File: src/rtl/noc_wr_stream_if.sv
// ---------------------------------------------------------------------------
// noc_wr_stream_if
// Bundles the NoC byte channels and the perm word stream of noc_wr_stream.
//   noc_to_dev_ctl / noc_to_dev_data     : inbound NoC byte, ctl=1 on header
//   noc_from_dev_ctl / noc_from_dev_data : outbound NoC byte, ctl=1 on header
//   pushin / firstin / din               : word stream towards perm
//   stopin                               : perm back-pressure
// Modports: master = NoC/perm side (testbench), slave = the receiver block.
// ---------------------------------------------------------------------------
interface noc_wr_stream_if #(
    parameter int WORD_W = 64
);
    logic              noc_to_dev_ctl;
    logic [7:0]        noc_to_dev_data;
    logic              noc_from_dev_ctl;
    logic [7:0]        noc_from_dev_data;
    logic              pushin;
    logic              firstin;
    logic [WORD_W-1:0] din;
    logic              stopin;

    modport master (
        output noc_to_dev_ctl, noc_to_dev_data, stopin,
        input  noc_from_dev_ctl, noc_from_dev_data, pushin, firstin, din
    );

    modport slave (
        input  noc_to_dev_ctl, noc_to_dev_data, stopin,
        output noc_from_dev_ctl, noc_from_dev_data, pushin, firstin, din
    );
endinterface

File: src/rtl/noc_wr_stream.sv
// ---------------------------------------------------------------------------
// noc_wr_stream
// Parses byte-serial NoC command packets, packs the write payload of
// successive packets into WORD_W-bit words, buffers them in a small FIFO and
// streams them to the perm block with back-pressure. The first word of every
// BLOCK_WORDS-word block is flagged with firstin. Write responses and error
// messages are returned on the NoC return channel.
// Ports:
//   clk   : single clock, rising edge
//   rst_n : asynchronous active-low reset
//   bus   : noc_wr_stream_if.slave (NoC in/out bytes, pushin/firstin/din,
//           stopin)
// ---------------------------------------------------------------------------
module noc_wr_stream #(
    parameter int         WORD_W      = 64,
    parameter int         BLOCK_WORDS = 25,
    parameter int         FIFO_DEPTH  = 4,
    parameter logic [7:0] DEV_ID      = 8'h01
) (
    input  logic           clk,
    input  logic           rst_n,
    noc_wr_stream_if.slave bus
);
    localparam int WB = WORD_W / 8;
    localparam int IW = (WB > 1) ? $clog2(WB) : 1;
    localparam int AW = $clog2(FIFO_DEPTH);
    localparam int BW = (BLOCK_WORDS > 1) ? $clog2(BLOCK_WORDS) : 1;

    typedef enum logic [2:0] {
        S_IDLE, S_DEST, S_SRC, S_ADDR, S_DATA, S_SKIP
    } state_t;

    // -----------------------------------------------------------------------
    // Inbound byte
    // -----------------------------------------------------------------------
    logic       w_in_ctl;
    logic [7:0] w_in_data;
    assign w_in_ctl  = bus.noc_to_dev_ctl;
    assign w_in_data = bus.noc_to_dev_data;

    // -----------------------------------------------------------------------
    // Receive FSM
    // -----------------------------------------------------------------------
    state_t     r_state;
    state_t     w_state_next;
    logic [7:0] r_cnt;          // bytes remaining in ADDR/DATA, minus one
    logic [7:0] w_cnt_next;
    logic [1:0] r_alen;
    logic [2:0] r_dlen;
    logic [7:0] r_dest;
    logic [7:0] r_src;
    logic [1:0] r_rc;

    logic       w_hdr_wr;
    logic       w_abort;
    logic       w_latch_dest;
    logic       w_latch_src;
    logic       w_data_byte;
    logic       w_wr_done;
    logic       w_err_req;
    logic [7:0] w_err_code;

    always_ff @(posedge clk or negedge rst_n) begin
        if (!rst_n) begin
            r_state <= S_IDLE;
        end else begin
            r_state <= w_state_next;
        end
    end

    always_comb begin
        w_state_next = r_state;
        w_cnt_next   = r_cnt;
        w_hdr_wr     = 1'b0;
        w_abort      = 1'b0;
        w_latch_dest = 1'b0;
        w_latch_src  = 1'b0;
        w_data_byte  = 1'b0;
        w_wr_done    = 1'b0;
        w_err_req    = 1'b0;
        w_err_code   = 8'h00;
        if (w_in_ctl) begin
            // A header always restarts parsing; a packet still being parsed
            // is abandoned together with its partially assembled word.
            w_abort = (r_state == S_DEST) || (r_state == S_SRC) ||
                      (r_state == S_ADDR) || (r_state == S_DATA);
            if (w_in_data[2:0] == 3'b010) begin
                w_hdr_wr     = 1'b1;
                w_state_next = S_DEST;
            end else begin
                w_state_next = S_SKIP;
                if (w_in_data[2:0] == 3'b001) begin
                    w_err_req  = 1'b1;
                    w_err_code = 8'h04;
                end
            end
        end else begin
            unique case (r_state)
                S_DEST: begin
                    if (w_in_data == 8'h00) begin
                        w_err_req    = 1'b1;
                        w_err_code   = 8'h03;
                        w_state_next = S_SKIP;
                    end else begin
                        w_latch_dest = 1'b1;
                        w_state_next = S_SRC;
                    end
                end
                S_SRC: begin
                    if (w_in_data == 8'h00) begin
                        w_err_req    = 1'b1;
                        w_err_code   = 8'h03;
                        w_state_next = S_SKIP;
                    end else begin
                        w_latch_src  = 1'b1;
                        w_state_next = S_ADDR;
                        w_cnt_next   = (8'd1 << r_alen) - 8'd1;
                    end
                end
                S_ADDR: begin
                    // Address bytes are consumed and discarded.
                    if (r_cnt == 8'd0) begin
                        w_state_next = S_DATA;
                        w_cnt_next   = (8'd1 << r_dlen) - 8'd1;
                    end else begin
                        w_cnt_next = r_cnt - 8'd1;
                    end
                end
                S_DATA: begin
                    w_data_byte = 1'b1;
                    if (r_cnt == 8'd0) begin
                        w_wr_done    = 1'b1;
                        w_state_next = S_IDLE;
                    end else begin
                        w_cnt_next = r_cnt - 8'd1;
                    end
                end
                default: begin
                    // IDLE and SKIP ignore payload bytes.
                end
            endcase
        end
    end

    // -----------------------------------------------------------------------
    // FIFO status (needed by the assembler to decide push vs. drop)
    // -----------------------------------------------------------------------
    logic [WORD_W-1:0] r_mem [FIFO_DEPTH];
    logic [AW:0]       r_wr_ptr;
    logic [AW:0]       r_rd_ptr;
    logic              w_empty;
    logic              w_full;
    logic              w_pop;
    logic              w_push;
    logic              w_drop;
    logic              w_word_done;

    assign w_empty = (r_wr_ptr == r_rd_ptr);
    assign w_full  = (r_wr_ptr[AW] != r_rd_ptr[AW]) &&
                     (r_wr_ptr[AW-1:0] == r_rd_ptr[AW-1:0]);
    assign w_pop   = !w_empty && !bus.stopin;
    // A pop on the same edge frees a slot, so a full FIFO still accepts.
    assign w_push  = w_word_done && (!w_full || w_pop);
    assign w_drop  = w_word_done && !w_push;

    // Packet registers
    always_ff @(posedge clk or negedge rst_n) begin
        if (!rst_n) begin
            r_cnt  <= 8'd0;
            r_alen <= 2'd0;
            r_dlen <= 3'd0;
            r_dest <= 8'd0;
            r_src  <= 8'd0;
            r_rc   <= 2'b00;
        end else begin
            r_cnt <= w_cnt_next;
            if (w_hdr_wr) begin
                r_alen <= w_in_data[7:6];
                r_dlen <= w_in_data[5:3];
                r_rc   <= 2'b00;
            end else if (w_drop) begin
                r_rc <= 2'b10;
            end
            if (w_latch_dest) begin
                r_dest <= w_in_data;
            end
            if (w_latch_src) begin
                r_src <= w_in_data;
            end
        end
    end

    // -----------------------------------------------------------------------
    // Word assembler: byte lane gi takes the incoming byte when selected
    // -----------------------------------------------------------------------
    logic [WORD_W-1:0] r_asm;
    logic [IW-1:0]     r_byte_idx;
    logic [WORD_W-1:0] w_word;

    generate
        for (genvar gi = 0; gi < WB; gi++) begin : g_lane
            assign w_word[8*gi +: 8] = (r_byte_idx == IW'(gi)) ? w_in_data
                                                                : r_asm[8*gi +: 8];
        end
    endgenerate

    assign w_word_done = w_data_byte && (r_byte_idx == IW'(WB - 1));

    always_ff @(posedge clk or negedge rst_n) begin
        if (!rst_n) begin
            r_asm      <= '0;
            r_byte_idx <= '0;
        end else if (w_abort) begin
            r_asm      <= '0;
            r_byte_idx <= '0;
        end else if (w_data_byte) begin
            if (w_word_done) begin
                r_asm      <= '0;
                r_byte_idx <= '0;
            end else begin
                r_asm      <= w_word;
                r_byte_idx <= r_byte_idx + IW'(1);
            end
        end
    end

    // -----------------------------------------------------------------------
    // Word FIFO
    // -----------------------------------------------------------------------
    always_ff @(posedge clk or negedge rst_n) begin
        if (!rst_n) begin
            for (int i = 0; i < FIFO_DEPTH; i++) begin
                r_mem[i] <= '0;
            end
            r_wr_ptr <= '0;
            r_rd_ptr <= '0;
        end else begin
            if (w_push) begin
                r_mem[r_wr_ptr[AW-1:0]] <= w_word;
                r_wr_ptr                <= r_wr_ptr + (AW+1)'(1);
            end
            if (w_pop) begin
                r_rd_ptr <= r_rd_ptr + (AW+1)'(1);
            end
        end
    end

    // -----------------------------------------------------------------------
    // Block framing
    // -----------------------------------------------------------------------
    logic [BW-1:0] r_blk;

    always_ff @(posedge clk or negedge rst_n) begin
        if (!rst_n) begin
            r_blk <= '0;
        end else if (w_pop) begin
            if (r_blk == BW'(BLOCK_WORDS - 1)) begin
                r_blk <= '0;
            end else begin
                r_blk <= r_blk + BW'(1);
            end
        end
    end

    assign bus.pushin  = !w_empty;
    assign bus.firstin = !w_empty && (r_blk == '0);
    assign bus.din     = w_empty ? '0 : r_mem[r_rd_ptr[AW-1:0]];

    // -----------------------------------------------------------------------
    // Response sender with a single pending slot
    // Responses are held as up to 5 bytes, byte 0 in the low bits.
    // -----------------------------------------------------------------------
    logic        w_rsp_req;
    logic [39:0] w_rsp_bytes;
    logic [2:0]  w_rsp_len;
    logic [1:0]  w_rc_final;
    logic [7:0]  w_len8;

    logic        r_pend_valid;
    logic [39:0] r_pend_bytes;
    logic [2:0]  r_pend_len;
    logic [39:0] r_tx_bytes;
    logic [2:0]  r_tx_remain;     // bytes still to send after the current one
    logic        r_out_ctl;
    logic [7:0]  r_out_data;
    logic        w_tx_load;

    // A word dropped on the final data byte must still show in this rc.
    assign w_rc_final = r_rc | (w_drop ? 2'b10 : 2'b00);
    assign w_len8     = 8'd1 << r_dlen;
    assign w_rsp_req  = w_wr_done || w_err_req;

    always_comb begin
        w_rsp_bytes = '0;
        w_rsp_len   = 3'd0;
        if (w_wr_done) begin
            w_rsp_bytes = {8'h00, w_len8, r_dest, r_src, {w_rc_final, 6'b000100}};
            w_rsp_len   = 3'd4;
        end else if (w_err_req) begin
            w_rsp_bytes = {w_err_code, 8'h42, DEV_ID, 8'h00, 8'h05};
            w_rsp_len   = 3'd5;
        end
    end

    assign w_tx_load = (r_tx_remain == 3'd0) && r_pend_valid;

    always_ff @(posedge clk or negedge rst_n) begin
        if (!rst_n) begin
            r_pend_valid <= 1'b0;
            r_pend_bytes <= '0;
            r_pend_len   <= 3'd0;
            r_tx_bytes   <= '0;
            r_tx_remain  <= 3'd0;
            r_out_ctl    <= 1'b0;
            r_out_data   <= 8'h00;
        end else begin
            // The slot takes a new response when empty or being handed to
            // the sender on this edge; otherwise the new one is dropped.
            if (w_rsp_req && (!r_pend_valid || w_tx_load)) begin
                r_pend_valid <= 1'b1;
                r_pend_bytes <= w_rsp_bytes;
                r_pend_len   <= w_rsp_len;
            end else if (w_tx_load) begin
                r_pend_valid <= 1'b0;
            end

            if (r_tx_remain != 3'd0) begin
                r_out_ctl   <= 1'b0;
                r_out_data  <= r_tx_bytes[7:0];
                r_tx_bytes  <= r_tx_bytes >> 8;
                r_tx_remain <= r_tx_remain - 3'd1;
            end else if (r_pend_valid) begin
                r_out_ctl   <= 1'b1;
                r_out_data  <= r_pend_bytes[7:0];
                r_tx_bytes  <= r_pend_bytes >> 8;
                r_tx_remain <= r_pend_len - 3'd1;
            end else begin
                r_out_ctl  <= 1'b0;
                r_out_data <= 8'h00;
            end
        end
    end

    assign bus.noc_from_dev_ctl  = r_out_ctl;
    assign bus.noc_from_dev_data = r_out_data;

endmodule

File: src/flat_wrapper.sv
// flat-port wrapper written by rule: the top's interface ports become plain ports
module noc_wr_stream_flat 
#(
    parameter int         WORD_W      = 64,
    parameter int         BLOCK_WORDS = 25,
    parameter int         FIFO_DEPTH  = 4,
    parameter logic [7:0] DEV_ID      = 8'h01
)
  (clk, rst_n, bus_noc_to_dev_ctl, bus_noc_to_dev_data, bus_stopin, bus_noc_from_dev_ctl, bus_noc_from_dev_data, bus_pushin, bus_firstin, bus_din);
  noc_wr_stream_if #(.WORD_W(WORD_W)) bus_i ();
  input  logic clk;
  input  logic rst_n;
  input wire logic [$bits(bus_i.noc_to_dev_ctl)-1:0] bus_noc_to_dev_ctl;
  input wire logic [$bits(bus_i.noc_to_dev_data)-1:0] bus_noc_to_dev_data;
  input wire logic [$bits(bus_i.stopin)-1:0] bus_stopin;
  output wire logic [$bits(bus_i.noc_from_dev_ctl)-1:0] bus_noc_from_dev_ctl;
  output wire logic [$bits(bus_i.noc_from_dev_data)-1:0] bus_noc_from_dev_data;
  output wire logic [$bits(bus_i.pushin)-1:0] bus_pushin;
  output wire logic [$bits(bus_i.firstin)-1:0] bus_firstin;
  output wire logic [$bits(bus_i.din)-1:0] bus_din;
  assign bus_i.noc_to_dev_ctl = bus_noc_to_dev_ctl;
  assign bus_i.noc_to_dev_data = bus_noc_to_dev_data;
  assign bus_i.stopin = bus_stopin;
  assign bus_noc_from_dev_ctl = bus_i.noc_from_dev_ctl;
  assign bus_noc_from_dev_data = bus_i.noc_from_dev_data;
  assign bus_pushin = bus_i.pushin;
  assign bus_firstin = bus_i.firstin;
  assign bus_din = bus_i.din;
  noc_wr_stream #(.WORD_W(WORD_W), .BLOCK_WORDS(BLOCK_WORDS), .FIFO_DEPTH(FIFO_DEPTH), .DEV_ID(DEV_ID)) u_core (.clk(clk), .rst_n(rst_n), .bus(bus_i));
endmodule
File: config.mk
export PLATFORM = sky130hd
export DESIGN_NAME = noc_wr_stream_flat
export DESIGN_NICKNAME = d
export VERILOG_FILES = /design/src/rtl/noc_wr_stream_if.sv /design/src/rtl/noc_wr_stream.sv /design/src/flat_wrapper.sv
export SDC_FILE = /design/constraint.sdc
export NUM_CORES = 1
export LEC_CHECK = 0
export CAP_MARGIN = 20
export CORE_UTILIZATION = 65
export CTS_BUF_LIST = sky130_fd_sc_hd__clkbuf_4 sky130_fd_sc_hd__clkbuf_8
export DETAILED_ROUTE_END_ITERATION = 16
export DONT_BUFFER_PORTS = 1
export PLACE_DENSITY = 0.83
export SYNTH_ARGS = -nofsm -noshare
export SYNTH_HDL_FRONTEND = slang
export SYNTH_SLANG_ARGS = --single-unit
export TNS_END_PERCENT = 10
File: constraint.sdc
create_clock -name clk -period 2.9 [get_ports clk]
set_input_delay 0.29 -clock clk [delete_from_list [all_inputs] [get_ports clk]]
set_output_delay 0.29 -clock clk [all_outputs]
set_load 0.02 [all_outputs]
== Yosys cells after proc, flatten, opt, wreduce, memory -nomap -nowiden ==
Cells that the tools add are included.
Word-level totals
  bits in registers: 464
  bits of input ports: 12
  output and inout port bits: 75
Cells by class
  $add $sub $neg: 9
  $lt $le $gt $ge: 3
  equality and inequality tests: 21
  shifts and indexed selects: 2
  multiplexer cells: 73
  bitwise logic cells: 4
  reduce and logical (&&, ||, !) cells: 35
Operator list (count)
  2-to-1 mux 64 bit: 7
  bitwise mux 256 bit: 1
  2-to-1 mux 40 bit: 4
  binary-select mux 64 bit (select 2 bit): 1
  demux 64 bit (select 2 bit): 1
  2-to-1 mux 8 bit: 16
  2-to-1 mux 3 bit: 14
  case mux 8 bit (3 select lines): 1
  subtractor 8 x 1 -> 8 bit, second input constant: 3
  2-to-1 mux 1 bit: 22
  logical NOT 8 bit: 2
  equality test 3 x 2 -> 1 bit, second input constant: 5
  equality test 3 bit, second input constant: 5
  case mux 3 bit (4 select lines): 1
  adder 3 x 1 -> 3 bit, second input constant: 3
  equality test 3 x 1 -> 1 bit, second input constant: 3
  logical AND 1 bit: 9
  2-to-1 mux 2 bit: 4
  nonzero test 2 bit: 4
  left shift 1 x 2 -> 8 bit, first input constant: 1
  left shift 1 x 3 -> 8 bit, first input constant: 1
  greater-or-equal comparator 3 bit, second input constant: 2
  logical NOT 3 bit: 2
  logical OR 1 bit: 6
  other kinds (20): 29

== Logic depth before layout (Yosys ltp) ==
  depth after elaboration: 10
  gate-level depth with buffers: 10
  depth with buffers taken out: 8

== Worst setup path before layout ==
OpenSTA, ideal clock, no wires.
  path type: flip-flop to flip-flop
  from: register u_core.r_dlen[1]
  to: register u_core.r_cnt[6]
  setup time: 0.082 ns
  arrival: 2.091 ns
  required time: 2.818 ns
  slack: 0.727 ns
  stages on the path, launching flop included: 10
  path buffers: 2
  period minus slack after synthesis: 2.173 ns
  cells stage by stage: dfrtp_1 > clkbuf_1 > or3_1 > ha_1 > clkbuf_1 > xnor2_1 > nand3_1 > a2111oi_0 > o21ai_0 > a31oi_1
On the way
  cells in the longest elaborated chain, start to end: 4
Ends and longest elaborated chain
  from (decl): RTL line noc_wr_stream.sv:49  | logic [2:0] r_dlen;
  from (signal assigned): RTL line noc_wr_stream.sv:179  | r_dlen <= w_in_data[5:3];
  left shift 1 x 3 -> 8 bit: RTL line noc_wr_stream.sv:124  | w_cnt_next = (8'd1 << r_dlen) - 8'd1;
  subtractor 8 x 1 -> 8 bit: RTL line noc_wr_stream.sv:124
  2-to-1 mux 8 bit: RTL line noc_wr_stream.sv:122  | if (r_cnt == 8'd0) begin
  case mux 8 bit (3 select lines): RTL line noc_wr_stream.sv:98  | unique case (r_state)
  to (signal assigned): RTL line noc_wr_stream.sv:176  | r_cnt <= w_cnt_next;
  to (decl): RTL line noc_wr_stream.sv:46  | logic [7:0] r_cnt;
Every way passes these cells.
A chain may end at the register's enable or synchronous reset.

== Worst setup path in the final report ==
  from: register u_core.r_rd_ptr[0]
  to: output bus_din[52]
On the way
  cells in the longest elaborated chain, start to end: 5
Ends and longest elaborated chain
  from (decl): RTL line noc_wr_stream.sv:150  | logic [AW:0] r_rd_ptr;
  from (signal assigned): RTL line noc_wr_stream.sv:243  | r_rd_ptr <= r_rd_ptr + (AW+1)'(1);
  inverter 2 -> 3 bit (implied by the code): RTL line noc_wr_stream.sv:267  | assign bus.din = w_empty ? '0 : r_mem[r_rd_ptr[AW-1:0]];
  binary-select mux 64 bit (select 2 bit): RTL line noc_wr_stream.sv:267
  2-to-1 mux 64 bit (implied by the code) (2 in series): RTL line noc_wr_stream.sv:267
  2-to-1 mux 64 bit (*): RTL line noc_wr_stream.sv:267
  to (decl): RTL line flat_wrapper.sv:20  | output wire logic [$bits(bus_i.din)-1:0] bus_din;
Every way passes the cells marked *; elsewhere a longest branch is shown, timed or not. The select of a mux whose other input is x is not followed.

==> out/metrics.yaml <==
status: "complete, but fails checks"
failed_checks: "negative hold slack"
drtIter0Drc: 1424
setup_tns_ns: 0
path_clk_slew_ns: 0.06
synth_edf_count: 0
combPwrFrac: 0.211
grt_usage: 0.3096
cp.required_ns: 2.61
r2r_slack_ns: 0.46
whs_ns: -0.5769
netlist_area_sq_um: 19500
insertion_delay_ns: 0.60
cp.arrival_ns: 2.49
switchingPower_mw: 4.908
use_met3: 0.05701
dpl.cell_count: 2091
power_frac_clock: 0.350
ys_seq_area_frac: 0.5581
wl_per_cell_um: 20.55
grt_pass1_wl_um: 74410
seq_area_sq_um: 10890
critPathMaxStageDelay_ns: 0.64
p_total_mw: 15.97
hold_buffers: 10
stdcell_count: 2225
gp_congestion: 0.8694
htreeDepth: 3
place_hpwl_um: 26380
critPathTopFamily: "simple AND/OR/NAND/NOR gates"
syn_nets: 1829
coreArea_sq_um: 29560
fmax_mhz: 359.9
drv_cap: 0
path_max_fanout: 19
async_flop_share: 1.000
antenna_cells: 0
first_pass_iters: 5
path_cells: "xor2_1 > nor3_2 > buf_4 > nor2b_1"
initial_core_util: 0.6599
io_buffers: 0
worstSetupEndpointType: "output port"
cts-resized-gates: 0
internal_power_mw: 11.06
min_period_ns: 2.779
grt_setup_unrepaired: "false"
grt_pass1_vias: 14220
final_hold_viol_count: 435
crit_type: "register to output port"
rr_worst_depth: 6
layout-drive-gt1-share: 0.1482
start_kind: "register"
multi_input_area_sq_um: 7941
n_fill_cell: 1978
yosys_warnings: 0
r2r-end: "u_core.r_mem[38]"
switching_share: 0.3073
grtUsageMet1: 0.4246
clk_path_buf_depth: 3
synthCells: 1799
antenna_left: 0
die_w_um: 175.2
final_cell_mix: "dfrtp_1 (433), nor2_1 (368), a21oi_1 (313)"
finalSetupViolations: 0
hp-class: "primary input to asynchronous set/reset pin"
cts_tree: "built"
power_density_nw_per_um2: 745.7
wirelength_um: 45730
ios: 87
ys_types: 56
worstMarginPinSlew_ns: 1.275
grt_overflow_total: 0
mostFrequentLayoutCell: "dfrtp_1"
rr_startpoint: "u_core.r_state[0]"
drcViolationCount: 0
area_growth_pct: 9.808
numCtsBuffers: 72
cts.sink_count: 435
antenna_found_initial: 1
slew_viol_final: 0
dieArea_sq_um: 30700
relSlewSlack: 0.1497
finClkSkew_ns: 0.02795
crit_buf_inv: 1
via_count: 13980
grt_busiest_layer: "met2"
period_share: 0.9582
p_seq_frac: 0.439
synth_seq_cells: 435
syn_area_per_cell_sq_um: 10.84
cts_setup_buffers: 0
met2_usage: 0.4896
p_leak_nw: 10.16
nets: 1815
row_count: 63
ir_worst_vdd_uv: 525.9
die_h_um: 175.2
ys.flop_type: "dfrtp_1"
root_buffer: "clkbuf_8"
vias_per_cell: 6.285
grt_max_degree: 436
slowest_stage: "dfrtp_4"
==> final cells by class <==
cell class / count / area share
Sequential cell: 435 / 0.5085
Inverter: 22 / 0.003856
Clock inverter: 11 / 0.005959
Multi-Input combinational cell: 1203 / 0.3708
Timing Repair Buffer: 51 / 0.02430
Clock buffer: 113 / 0.06385
Tap cell: 390 / 0.02278
==> layer usage <==
layer | vias up | part of all wire
li1 | 6216 | -
met1 | 7148 | 0.42
met2 | 530 | 0.49
met3 | 88 | 0.066
met4 | 2 | 0.032
met5 | - | 0.00017
==> synth_stat cells, types with 3 or more instances <==
| master | number | area share |
|---|---|---|
| or4_4 | 3 | 0.0017 |
| buf_4 | 6 | 0.0023 |
| a31oi_1 | 5 | 0.0016 |
| nor3_2 | 3 | 0.0015 |
| and2_1 | 6 | 0.0019 |
| nor2b_1 | 68 | 0.022 |
| and3_1 | 8 | 0.0026 |
| mux2i_1 | 90 | 0.046 |
| or3_1 | 3 | 0.00096 |
| ha_1 | 18 | 0.012 |
| a32o_1 | 5 | 0.0026 |
| clkbuf_1 | 77 | 0.015 |
| a22oi_1 | 3 | 0.0012 |
| mux2_2 | 20 | 0.012 |
| a22o_1 | 18 | 0.0081 |
| nor3_1 | 13 | 0.0033 |
| nor2_1 | 369 | 0.071 |
| xor2_1 | 8 | 0.0036 |
| o21ai_0 | 37 | 0.0095 |
| nor3b_1 | 6 | 0.0023 |
| buf_1 | 5 | 0.00096 |
| nand2_1 | 56 | 0.011 |
| nand2b_1 | 8 | 0.0026 |
| buf_6 | 3 | 0.0017 |
| xnor2_1 | 9 | 0.0040 |
| inv_1 | 22 | 0.0042 |
| nand3_1 | 7 | 0.0018 |
| mux4_2 | 64 | 0.074 |
| a21oi_1 | 313 | 0.080 |
| buf_2 | 48 | 0.012 |
| o22ai_1 | 3 | 0.00096 |
| dfrtp_1 | 435 | 0.56 |
| o2bb2ai_1 | 30 | 0.013 |
==> sequential cells by signal, indices dropped and copies added (netlist names), 2 cells and up <==
| register | count |
|---|---|
| u_core.r_asm | 64 |
| u_core.r_tx_bytes | 26 |
| u_core.r_alen | 2 |
| u_core.r_tx_remain | 3 |
| u_core.r_dest | 8 |
| u_core.r_mem | 256 |
| u_core.r_dlen | 3 |
| u_core.bus.noc_from_dev_data | 8 |
| u_core.r_cnt | 8 |
| u_core.r_blk | 5 |
| u_core.r_state | 3 |
| u_core.r_pend_bytes | 28 |
| u_core.r_byte_idx | 3 |
| u_core.r_wr_ptr | 3 |
| u_core.r_src | 8 |
| u_core.r_rd_ptr | 3 |
==> per-stage QoR <==
stage / hold slack (ns) / area, sq um / worst slack [ns] / utilization
3_5_place_dp: 0.02172 / 19820 / 0.5228 / 0.6706
2_1_floorplan: -0.005591 / 19510 / 0.7273 / -
6_report: -0.5769 / 21420 / 0.1213 / 0.7246
5_1_grt: -0.6239 / 21420 / 0.005350 / 0.7246
4_1_cts: -0.6111 / 21420 / 0.08139 / 0.7246
3_3_place_gp: 0.009793 / 19820 / 0.5667 / 0.6706
==> worst max path at each step <==
stage                       start               end  slack, ns  depth (start not counted)
2_1_floorplan    u_core.r_dlen[1]   u_core.r_cnt[6]       0.73                          9
3_3_place_gp     u_core.r_dlen[0]   u_core.r_cnt[6]       0.57                          7
3_5_place_dp    u_core.r_state[0]  u_core.r_mem[14]       0.52                          6
4_1_cts        u_core.r_rd_ptr[0]       bus_din[52]       0.08                          4
5_1_grt        u_core.r_rd_ptr[0]       bus_din[52]      0.005                          4
6_report       u_core.r_rd_ptr[0]       bus_din[52]       0.12                          4
==> power groups by stage <==
stage / registers, mW / clock network, mW / logic, mW
6_report: 7.02 / 5.59 / 3.36
5_1_grt: 7.07 / 5.92 / 3.67
4_1_cts: 7.00 / 5.65 / 3.37
3_5_place_dp: 7.11 / 0 / 3.32
3_3_place_gp: 7.08 / 0 / 3.23
2_1_floorplan: 6.88 / 0 / 2.68
==> worst register-to-register path: cells and delay by family, from the launching register on <==
kind / cells / cell delay, ns
buffers and inverters: 1 / 0.47
and+or+nand+nor: 4 / 1.23
DFF: 1 / 0.48
AOI/OAI and AO/OA: 1 / 0.17
==> cell families after synthesis <==
logic type | count (synthesis) | synth area share
muxes | 174 | 0.1316
xor gates and xnor gates | 17 | 0.007634
adders and majority gates | 18 | 0.01155
DFF | 435 | 0.5581
AOI/OAI and AO/OA | 427 | 0.1236
and+or+nand+nor | 567 | 0.1311
buffers and inverters | 161 | 0.03637
(Power assumes the default switching activity.)
